===== config.mk =====
export PLATFORM = sky130hd
export DESIGN_NAME = row_readout
export DESIGN_NICKNAME = d
export VERILOG_FILES = /design/src/rtl/row_readout.sv
export SDC_FILE = /design/constraint.sdc
export NUM_CORES = 1
export LEC_CHECK = 0
export ABC_CLOCK_PERIOD_IN_PS = 2600
export BUFFER_PORTS_ARGS = -buffer_cell sky130_fd_sc_hd__buf_2
export CAP_MARGIN = 20
export CORE_UTILIZATION = 45
export CTS_CLUSTER_DIAMETER = 80
export DETAILED_ROUTE_END_ITERATION = 10
export PLACE_DENSITY = 0.72
export SYNTH_ARGS = -nofsm -noshare
export SYNTH_HDL_FRONTEND = slang
export SYNTH_SLANG_ARGS = --single-unit

===== constraint.sdc =====
create_clock -name clk -period 2.6 [get_ports clk]
set_input_delay 0.65 -clock clk [delete_from_list [all_inputs] [get_ports clk]]
set_output_delay 0.65 -clock clk [all_outputs]
set_load 0.03 [all_outputs]

===== src/rtl/row_readout.sv =====
// Row-sequenced pixel readout: selects one sensor row at a time, captures it
// into a local buffer and streams the pixels out over a valid/ready handshake.
module row_readout #(
    parameter int PIXEL_ARRAY_WIDTH  = 2,
    parameter int PIXEL_ARRAY_HEIGHT = 2,
    localparam int ROW_W = (PIXEL_ARRAY_HEIGHT > 1) ? $clog2(PIXEL_ARRAY_HEIGHT) : 1,
    localparam int COL_W = (PIXEL_ARRAY_WIDTH > 1) ? $clog2(PIXEL_ARRAY_WIDTH) : 1
) (
    input  logic                                clk,
    input  logic                                reset,
    input  logic                                START,
    input  logic [PIXEL_ARRAY_WIDTH-1:0][7:0]   ROW_DATA,
    output logic [PIXEL_ARRAY_HEIGHT-1:0]       READ_ROW,
    output logic [7:0]                          PIXEL_DATA,
    output logic                                PIXEL_VALID,
    input  logic                                PIXEL_READY,
    output logic [ROW_W-1:0]                    PIXEL_ROW,
    output logic [COL_W-1:0]                    PIXEL_COL,
    output logic                                FRAME_LAST,
    output logic                                BUSY
);

    // state   | meaning
    // IDLE    | waiting for START, no row selected
    // SETTLE  | row selected, analog path settling
    // CAPTURE | row selected, ROW_DATA registered into the buffer at cycle end
    // STREAM  | buffered pixels offered one per transfer, row deselected
    typedef enum logic [1:0] {
        ST_IDLE    = 2'd0,
        ST_SETTLE  = 2'd1,
        ST_CAPTURE = 2'd2,
        ST_STREAM  = 2'd3
    } state_t;

    localparam logic [ROW_W-1:0] LAST_ROW = ROW_W'(PIXEL_ARRAY_HEIGHT - 1);
    localparam logic [COL_W-1:0] LAST_COL = COL_W'(PIXEL_ARRAY_WIDTH - 1);

    state_t                              state_q, state_d;
    logic [ROW_W-1:0]                    row_q, row_d;
    logic [COL_W-1:0]                    col_q, col_d;
    logic [PIXEL_ARRAY_WIDTH-1:0][7:0]   buf_q, buf_d;

    logic [PIXEL_ARRAY_HEIGHT-1:0]       read_row;
    logic                                valid;
    logic                                last_row;
    logic                                last_col;

    assign last_row = (row_q == LAST_ROW);
    assign last_col = (col_q == LAST_COL);

    always_comb begin
        state_d  = state_q;
        row_d    = row_q;
        col_d    = col_q;
        buf_d    = buf_q;
        read_row = '0;
        valid    = 1'b0;

        case (state_q)
            ST_IDLE: begin
                if (START) begin
                    state_d = ST_SETTLE;
                    row_d   = '0;
                    col_d   = '0;
                end
            end
            ST_SETTLE: begin
                read_row[row_q] = 1'b1;
                state_d         = ST_CAPTURE;
            end
            ST_CAPTURE: begin
                read_row[row_q] = 1'b1;
                buf_d           = ROW_DATA;
                state_d         = ST_STREAM;
            end
            ST_STREAM: begin
                valid = 1'b1;
                // Indices only move on an accepted transfer, so a stalled
                // pixel keeps data, coordinates and FRAME_LAST steady.
                if (PIXEL_READY) begin
                    if (last_col) begin
                        col_d = '0;
                        if (last_row) begin
                            row_d   = '0;
                            state_d = ST_IDLE;
                        end else begin
                            row_d   = row_q + ROW_W'(1);
                            state_d = ST_SETTLE;
                        end
                    end else begin
                        col_d = col_q + COL_W'(1);
                    end
                end
            end
            default: begin
                state_d = ST_IDLE;
            end
        endcase
    end

    always_ff @(posedge clk) begin
        if (reset) begin
            state_q <= ST_IDLE;
            row_q   <= '0;
            col_q   <= '0;
            buf_q   <= '0;
        end else begin
            state_q <= state_d;
            row_q   <= row_d;
            col_q   <= col_d;
            buf_q   <= buf_d;
        end
    end

    assign READ_ROW    = read_row;
    assign PIXEL_VALID = valid;
    assign PIXEL_DATA  = valid ? buf_q[col_q] : 8'h00;
    assign PIXEL_ROW   = row_q;
    assign PIXEL_COL   = col_q;
    assign FRAME_LAST  = valid & last_row & last_col;
    assign BUSY        = (state_q != ST_IDLE);

endmodule


# Word level (Yosys, flattened, before mapping)
# Index checks and enable logic that the tools add are counted.
word_totals:
  reg_bits: 20
  word_cells: 46
op_classes:
  addsub: 2
  order_cmp: 3
  n_eq_ne: 6
  muxes: 20
  bitwise_logic: 2
  reduce_logical: 8
op_table:
  columns: ["cell", "count"]
  rows:
  - ["8-bit 2-to-1 mux", 3]
  - ["1-bit 2-to-1 mux", 9]
  - ["2-bit 2-to-1 mux", 4]
  - ["2-bit case mux with 4 select lines", 1]
  - ["2-bit != test, second input constant", 3]
  - ["3-bit AND reduction", 2]
  - ["2-bit equality test, second input constant", 2]
  - ["1-bit by 2-bit < comparator with 1-bit output, second input constant", 2]
  - ["1-bit case mux with 2 select lines", 2]
  - ["4-bit AND reduction", 1]
  - ["2-bit nonzero test", 2]
  - ["1-bit adder, second input constant", 2]
  - ["1-bit AND", 2]
  - ["2-bit by 1-bit equality test with 1-bit output, second input constant", 1]
  - ["2-bit logical NOT", 1]
  - ["2-bit OR reduction", 1]
  - ["1-bit demux with 1-bit select", 1]
  - ["1-bit greater-or-equal comparator, second input constant", 1]
  - ["1-bit logical AND", 1]

# Logic depth before layout (Yosys ltp)
# Gate-level depths: netlist of the first run.
logic_depth:
  ltp_word: 5
  ltp_mapped: 6
  ltp_nobuf: 5

# Least setup slack after synthesis of the first run
# OpenSTA, ideal clock, no wires.
synth_path:
  path_type: "register to output"
  start: "register col_q (netlist: PIXEL_COL)"
  end: "output port PIXEL_DATA[0]"
  t_arrival_ps: 1357
  path_slack_ps: 593
  path_stages_with_launch: 4
  n_path_buf: 1
  path_cell_list: "dfxtp_1 > buf_2 > mux2i_1 > nor2b_1"
synth_via:
  elab_chain_cells: 3
synth_lines:
  columns: ["item", "line", "rtl"]
  rows:
  - ["start: declaration", "40", "logic [COL_W-1:0] col_q, col_d;"]
  - ["start signal: assignment", "110", "col_q <= col_d;"]
  - ["8-bit 2-to-1 mux (implied by the code) (2 in series)", "117", "assign PIXEL_DATA = valid ? buf_q[col_q] : 8'h00;"]
  - ["8-bit 2-to-1 mux", "117", null]
  - ["end: declaration", "14", "output logic [7:0] PIXEL_DATA,"]
# Every way passes these cells. The select of a mux whose other input is x is not followed.

# Worst setup path in the final report of the first run
layout_path:
  start: "register state_q[1]"
  end: "output port PIXEL_DATA[1]"
layout_via:
  elab_chain_cells: 3
layout_lines:
  columns: ["item", "line", "rtl"]
  rows:
  - ["start: declaration", "38", "state_t state_q, state_d;"]
  - ["start signal: assignment", "108", "state_q <= state_d;"]
  - ["2-bit equality test", "59", "case (state_q)"]
  - ["1-bit 2-to-1 mux", "59", null]
  - ["8-bit 2-to-1 mux", "117", null]
# Every way passes these cells.

==> results of run 1 <==
power breakdown:
group / internal (uW) / leakage [uW] / switching [uW]
sequential: 375 / 0.000162 / 53.8
combinational: 230 / 0.000343 / 277
clock: 85.3 / 0.0000210 / 92.5
total: 690 / 0.000527 / 424
flip-flops by register name, indices dropped and copies added, names as in the netlist:
name,count
buf_q,16
state_q,2
PIXEL_COL,1
PIXEL_ROW,1
logic make-up (layout without fill, tap and decap cells):
family	count (synthesis)	count (layout)	synth area share
buf+inv	9	42	0.0362
flops	20	20	0.386
mux	26	26	0.251
fa+ha+maj	5	5	0.0603
compound gates	5	5	0.0446
simple gates	41	41	0.222
through the flow:
step                instances  instance area, um^2
global route              167                 1260
detailed placement        163                 1220
CTS                       167                 1260
global placement          163                 1220
finish                    167                 1260
floorplan                 106                 1040
path summary, 6_finish.rpt:
check / cells past startpoint / to / slack [ns]
max: 3 / PIXEL_DATA[1] / 0.38
min: 2 / buf_q[14] / 0.51
max reg2reg: 4 / state_q[0] / 0.84
min reg2reg: 2 / buf_q[14] / 0.51
synth_stat cells (all sizes together):
cell	instances	share of area
mux2i	26	0.25
dfxtp	20	0.39
ha	5	0.060
nand2b	3	0.018
nor2	17	0.062
or3	1	0.011
nor2b	14	0.092
a2111oi	1	0.014
o21ai	1	0.0048
buf	4	0.018
nor4b	1	0.0084
clkbuf	2	0.0072
and2	1	0.0060
o41ai	3	0.025
inv	3	0.011
and3	1	0.0060
or2b	2	0.014
nor3	1	0.0048
worst reg2reg max path, delay by kind of cell (launching register included):
| family | cells | cell delay [ns] |
|---|---|---|
| simple gates | 2 | 0.61 |
| flops | 1 | 0.38 |
| fa+ha+maj | 1 | 0.35 |
| compound gates | 1 | 0.34 |
final cells by class:
class	count	area, um^2	share of cell area
Timing Repair Buffer	35	178	0.141
Clock buffer	4	36.3	0.0288
Sequential cell	20	400	0.318
Inverter	3	11.3	0.00894
Tap cell	28	35.0	0.0278
Multi-Input combinational cell	77	599	0.476
per-layer routing:
layer / vias up / wire length, um
met2: 17 / 1020
met1: 383 / 839
met5: - / 0
li1: 427 / -
met3: 2 / 89
met4: 0 / 9
==> impl_metrics.toml, run 1 <==
[cts]
insertion_delay_ns = 0.29
cts_tree = "yes"
hold_buffers = 0
clockBufferDepth = 2
root_buffer = "clkbuf_4"
postCtsSetupBuffers = 0
cts_buffers = 3
cts.sinks = 20
clk_pin_slew_ns = 0.11
post_cts_resized = 0
htreeDepth = 1

[run]
drv_cap = 0

[critical_path]
cp_top_family = "flip-flops"
cp.arrival_ns = 1.57
crit_path_start_kind = "flip-flop"
worst_setup_path_end_kind = "output port"
critPathKind = "reg2out"
path_buf_inv = 1
crit_slowest_cell = "dfxtp_1"
required_ns = 1.95
crit_fanout = 12
path_cells = "ha_1 -> nor2b_1 -> buf_2"
critPathMaxStageDelay_ns = 0.44
startpoint = "state_q[1]"
r2r-start = "state_q[1]"

[die]
rows = 17
die_h_um = 50.0
die_w_um = 50.0
core_mm2 = 0.00219
initial_utilization = 0.473
dieArea_mm2 = 0.00250
ios = 35

[global_route]
top_usage_layer = "met2"
grt.total_usage = 0.174
grt_overflow_total = 0
grt_pass1_wl_mm = 3.31
antenna_found_initial = 0
use_met3 = 0.0340
grt_start_max_net_pins = 24
globalRouteMet1Util = 0.207
grt_pass1_vias = 778
grt_util_met2 = 0.300

[pwr]
finalPower_uw = 1110
peakVddDrop_v = 0.000408
p_leak_uw = 0.000527
p_per_area_mw_per_mm2 = 884

[hold_path]
hold_class = "reg2reg"
hp-start = "buf_q[14]"

[cells_and_area]
final_cell_mix = "buf_2, mux2i_1, dfxtp_1, nor2_1, nor2b_1"
nFillCells = 219
final_nets = 165
utilization = 0.575
drive_gt1_frac = 0.302
diodes = 0
final_common_cell = "buf_2"
syn2layout_area_growth_pct = 21.5

[detailed_routing]
wirelength_mm = 1.96
vias = 829
drcViolationCount = 0
ant_nets = 0
via_per_inst = 4.96
wl_per_cell_um = 11.7
first_pass_iters = 4
drt_iter0_markers = 10

[synthesis]
syn_area_per_cell_um2 = 9.79
netlist_area_mm2 = 0.00104
ys_seq_area_frac = 0.386
syn-num-nets = 131
ys_types = 20
ys_seq_elements = 20
yosys_warnings = 0
syn_inst = 106

[sta]
finalMaxSlewViolations = 0
finalHoldViolations = 0
setup_viol = 0
worst_pin_slew_ns = 0.606
min_period_ns = 2.22
fin_skew_ns = 0.00130
fmax_mhz = 451
finalCritPeriodShare = 0.852
tns_ns = 0
relSlewSlack = 0.595
setup_slack_ns = 0.384
hold-worst-slack_ns = 0.505
rsz0062_at_grt = "false"

[placement]
dpl.hpwl_mm = 1.47
place_ws_ns = 0.726
port_buffers = 34
place_congestion = 0.860

[outcome]
status = "complete, no violations"
No activity file was read; power rests on OpenSTA's default activity.
==> run 2: changes to the inputs <==
==> config.mk (replaced) <==
export PLATFORM = sky130hd
export DESIGN_NAME = row_readout
export DESIGN_NICKNAME = d
export VERILOG_FILES = /design/src/rtl/row_readout.sv
export SDC_FILE = /design/constraint.sdc
export NUM_CORES = 1
export LEC_CHECK = 0
export ABC_CLOCK_PERIOD_IN_PS = 1900
export BUFFER_PORTS_ARGS = -buffer_cell sky130_fd_sc_hd__buf_2
export CAP_MARGIN = 20
export CORE_UTILIZATION = 44
export CTS_CLUSTER_DIAMETER = 80
export DETAILED_ROUTE_END_ITERATION = 10
export PLACE_DENSITY = 0.73
export SYNTH_ARGS = -nofsm -noshare
export SYNTH_HDL_FRONTEND = slang
export SYNTH_SLANG_ARGS = --single-unit
==> constraint.sdc (replaced) <==
create_clock -name clk -period 1.9 [get_ports clk]
set_input_delay 0.475 -clock clk [delete_from_list [all_inputs] [get_ports clk]]
set_output_delay 0.475 -clock clk [all_outputs]
set_load 0.03 [all_outputs]
==> run 2 against run 1 <==
  * Cell area grew 9.9%
  * Clock power grew 40%
  * Clock skew grew 0.0052 ns
  * Combinational power grew 75%
  * Critical endpoint is now READ_ROW[0]
  * Global-route usage grew 1.5 points
  * Final cell count grew 3.0%
==> impl_metrics.toml, run 2 (synthesis results as in run 1) <==
[outcome]
status = "complete, no violations"

[detailed_routing]
wl_per_cell_um = 13.2
wirelength_mm = 2.28
vias = 887
first_pass_iters = 4
via_per_inst = 5.16
drt_iter0_markers = 17
drcViolationCount = 0
ant_nets = 0

[cells_and_area]
largest_register_ffs = 16
syn2layout_area_growth_pct = 33.5
nFillCells = 223
stdcell_area_mm2 = 0.00139
diodes = 0
reg_top3 = "buf_q x16, state_q x2"
regMostFlops = "buf_q"
utilization = 0.626
final_common_cell = "buf_2"
final_cell_mix = "buf_2, mux2i_1, dfxtp_1, nor2_1, nor2b_1"
final_nets = 170
drive_gt1_frac = 0.382

[sta]
worst_pin_slew_ns = 0.573
fin_skew_ns = 0.00648
finalCritPeriodShare = 0.983
setup_viol = 0
rsz0062_at_grt = "true"
min_period_ns = 1.87
finalHoldViolations = 0
hold-worst-slack_ns = 0.397
finalMaxSlewViolations = 0
fmax_mhz = 535
relSlewSlack = 0.613

[pwr]
peakVddDrop_v = 0.000829
finalPower_uw = 1750
p_leak_uw = 0.000558
p_per_area_mw_per_mm2 = 1260

[die]
ios = 35
rows = 17
dieArea_mm2 = 0.00256
core_mm2 = 0.00221
initial_utilization = 0.469
die_w_um = 50.6
die_h_um = 50.6

[hold_path]
min_to = "buf_q[9]"
hp-start = "ROW_DATA[9]"
hold_class = "in2reg"
min_path_cells = 3

[placement]
dpl.hpwl_mm = 1.52
port_buffers = 34
place_congestion = 0.835
placed_area_mm2 = 0.00123

[critical_path]
crit_fanout = 4
critPathMaxStageDelay_ns = 0.39
path_cells = "clkinvlp_4 -> ha_4 -> nor2b_4 -> buf_6"
cp_top_family = "flip-flops"
r2r-start = "state_q[0]"
startpoint = "state_q[0]"
cp.arrival_ns = 1.39
crit_path_start_kind = "flip-flop"
r2r_cells = 5
crit_slowest_cell = "dfxtp_4"
path_buf_inv = 2
rr_endpoint = "state_q[0]"
critPathKind = "reg2out"
required_ns = 1.42
regToRegSetupSlack_ns = 0.10
worst_setup_path_end_kind = "output port"

[cts]
htreeDepth = 1
cts_tree = "yes"
clockBufferDepth = 2
clk_pin_slew_ns = 0.12
cts.sinks = 20
cts_buffers = 3
insertion_delay_ns = 0.30
hold_buffers = 0
root_buffer = "clkbuf_4"

[global_route]
antenna_found_initial = 0
grt_overflow_total = 0
grt_pass1_wl_mm = 3.52
grt_pass1_vias = 805
grt.total_usage = 0.189
grt_start_max_net_pins = 24

[run]
drv_cap = 0
run 2: changes by cell type in the layout (fill, tap and decap cells not counted), moves of 2 or more:
cell	before	now
dfxtp_4	0	3
ha_4	0	2
ha_1	5	3
dfxtp_1	20	17
buf_2	34	27
buf_6	0	2
buf_4	1	10
run 2: cell type report:
type,instances,area (um^2),share of cell area
Multi-Input combinational cell,77,647,0.467
Sequential cell,20,412,0.297
Timing Repair Buffer,40,240,0.173
Clock buffer,4,36.3,0.0262
Tap cell,28,35.0,0.0253
Inverter,3,15.0,0.0108
run 2: per-layer routing:
layer  up-vias  global-route usage  wire, um
li1        438                   -         -
met3         4              0.0333        91
met1       420               0.214      1020
met4         0               0.116        46
met5         -                   0         0
met2        25               0.327      1120
run 2: where the power goes:
group / switching, uW / total [uW] / internal (uW)
logic: 447 / 888 / 441
clock network: 133 / 250 / 117
registers: 83.2 / 609 / 526
total: 663 / 1750 / 1080
run 2: repair_timing:
action,in CTS,in global routing
endpoints found under the setup margin,11,6
pin swaps,0,1
gates cloned,0,0
setup buffers,2,2
resized for setup,7,21
hold endpoints to repair,0,0
run 2: how the worst max path moves through the flow:
stage | cells after the start | to
after floorplan | 3 | PIXEL_DATA[0]
after global placement | 3 | state_q[0]
after detailed placement | 3 | state_q[0]
after CTS | 4 | READ_ROW[1]
after global routing | 4 | READ_ROW[0]
final | 4 | READ_ROW[0]
run 2: worst min-delay path: cells and delay by family:
| kind | cells | cell delay (ns) |
|---|---|---|
| buf+inv | 1 | 0.07 |
| simple gates | 1 | 0.07 |
| mux | 1 | 0.06 |
run 2: stage by stage:
| stage | std cells | TNS, ns | setup slack (ns) |
|---|---|---|---|
| 6_report | 172 | 0 | 0.0322 |
| 5_1_grt | 172 | -0.163 | -0.0530 |
| 4_1_cts | 170 | 0 | 0.0105 |
| 3_5_place_dp | 164 | 0 | 0.120 |
| 3_3_place_gp | 164 | 0 | 0.168 |
| 2_1_floorplan | 106 | 0 | 0.0681 |
==> run 3: changes to the inputs <==
==> constraint.sdc (replaced) <==
create_clock -name clk -period 1.9 [get_ports clk]
set_input_delay 0.38 -clock clk [delete_from_list [all_inputs] [get_ports clk]]
set_output_delay 0.38 -clock clk [all_outputs]
set_load 0.03 [all_outputs]
==> run 3 against run 2 <==
  * Worst hold slack worse by 0.11 ns
  * Register-to-register slack about the same
  * Sequential cell count unchanged
  * Critical endpoint unchanged
==> impl_metrics.toml, run 3 (synthesis results as in run 1) <==
[outcome]
status = "complete, no violations"

[placement]
placed_area_mm2 = 0.00124
dpl.hpwl_mm = 1.67
place_congestion = 0.906
port_buffers = 34
place_ws_ns = 0.138

[pwr]
finalPower_uw = 1740
peakVddDrop_v = 0.000831
p_per_area_mw_per_mm2 = 1310
p_leak_uw = 0.000546

[critical_path]
critPathKind = "reg2out"
required_ns = 1.52
worst_setup_path_end_kind = "output port"
cp.arrival_ns = 1.44
crit_path_start_kind = "flip-flop"
crit_fanout = 5

[global_route]
grt.total_usage = 0.201
grt_start_max_net_pins = 24
antenna_found_initial = 0
grt_overflow_total = 0
grt_pass1_vias = 852
grt_pass1_wl_mm = 3.77

[detailed_routing]
first_pass_iters = 5
highest_layer = "met4"
ant_nets = 0
wl_met1_um = 921
vias = 854
wirelength_mm = 2.25
via_per_inst = 5.05
route.met3.wl_um = 151
wl_per_cell_um = 13.3
dr_wl_met2_mm = 1.16
drcViolationCount = 0
drt_iter0_markers = 17

[sta]
min_period_ns = 1.82
relSlewSlack = 0.712
finalCritPeriodShare = 0.960
setup_viol = 0
finalHoldViolations = 0
fmax_mhz = 548
tns_ns = 0
finalMaxSlewViolations = 0
setup_slack_ns = 0.0763
fin_skew_ns = 0.00405
hold-worst-slack_ns = 0.292
worst_pin_slew_ns = 0.426

[die]
initial_utilization = 0.469
ios = 35
dieArea_mm2 = 0.00256
die_w_um = 50.6
rows = 17
die_h_um = 50.6
core_mm2 = 0.00221

[cells_and_area]
reg_top3 = "buf_q x16, state_q x2"
syn2layout_area_growth_pct = 27.7
final_nets = 167
diodes = 0
final_common_cell = "buf_2"
regMostFlops = "buf_q"
stdcell_area_mm2 = 0.00133
final_cell_mix = "buf_2, mux2i_1, dfxtp_1, nor2_1, nor2b_1"
nFillCells = 215
drive_gt1_frac = 0.348
largest_register_ffs = 16

[cts]
insertion_delay_ns = 0.31
clk_pin_slew_ns = 0.12
htreeDepth = 1
cts.sinks = 20
clockBufferDepth = 2
cts_buffers = 3
cts_tree = "yes"
root_buffer = "clkbuf_4"

[run]
drv_cap = 0

[hold_path]
hold_class = "in2reg"
[run 3: path summary, 6_finish.rpt]
kind	startpoint	to	slack (ns)	cells past startpoint
setup / recovery	state_q[0]	READ_ROW[0]	0.08	4
hold / removal	ROW_DATA[7]	buf_q[7]	0.29	3
setup reg to reg	state_q[0]	PIXEL_ROW	0.09	5
hold reg to reg	buf_q[2]	buf_q[2]	0.51	2
[run 3: area by class of cell]
class	count	area, um^2	area share
multi-input cells	77	624	0.471
well taps	28	35.0	0.0264
flip-flops and latches	20	409	0.309
inverters	3	11.3	0.00850
repair buffers	37	193	0.145
clock inverters	1	30.0	0.0227
clock buffers	3	22.5	0.0170
[run 3: critical path, stage by stage, from the launching register on]
cell and delay, ns:
dfxtp_4 0.40, inv_1 0.12, ha_4 0.30, nor2b_1 0.11, buf_2 0.20
[run 3: report_power, final]
group	internal [uW]	total (uW)	switching, uW	leakage, uW
registers	526	608	81.8	0.000164
logic	353	774	421	0.000353
clock network	214	356	142	0.0000279
[run 3: metrics by stage]
stage	cells	util
2_1_floorplan	106	-
6_report	169	0.599
3_3_place_gp	165	0.560
3_5_place_dp	165	0.560
4_1_cts	169	0.586
5_1_grt	169	0.599
[run 3: repair_timing]
| action | CTS | global route |
|---|---|---|
| gates resized for setup | 3 | 5 |
| endpoints found under the setup margin | 9 | 11 |
| setup buffers | 0 | 0 |
| hold buffers | 0 | 0 |
[run 3: layer usage]
metal	vias up	GRT usage
li1	427	-
met1	398	0.227
met2	27	0.358
met3	2	0.0727
met4	0	0.0417
met5	-	0
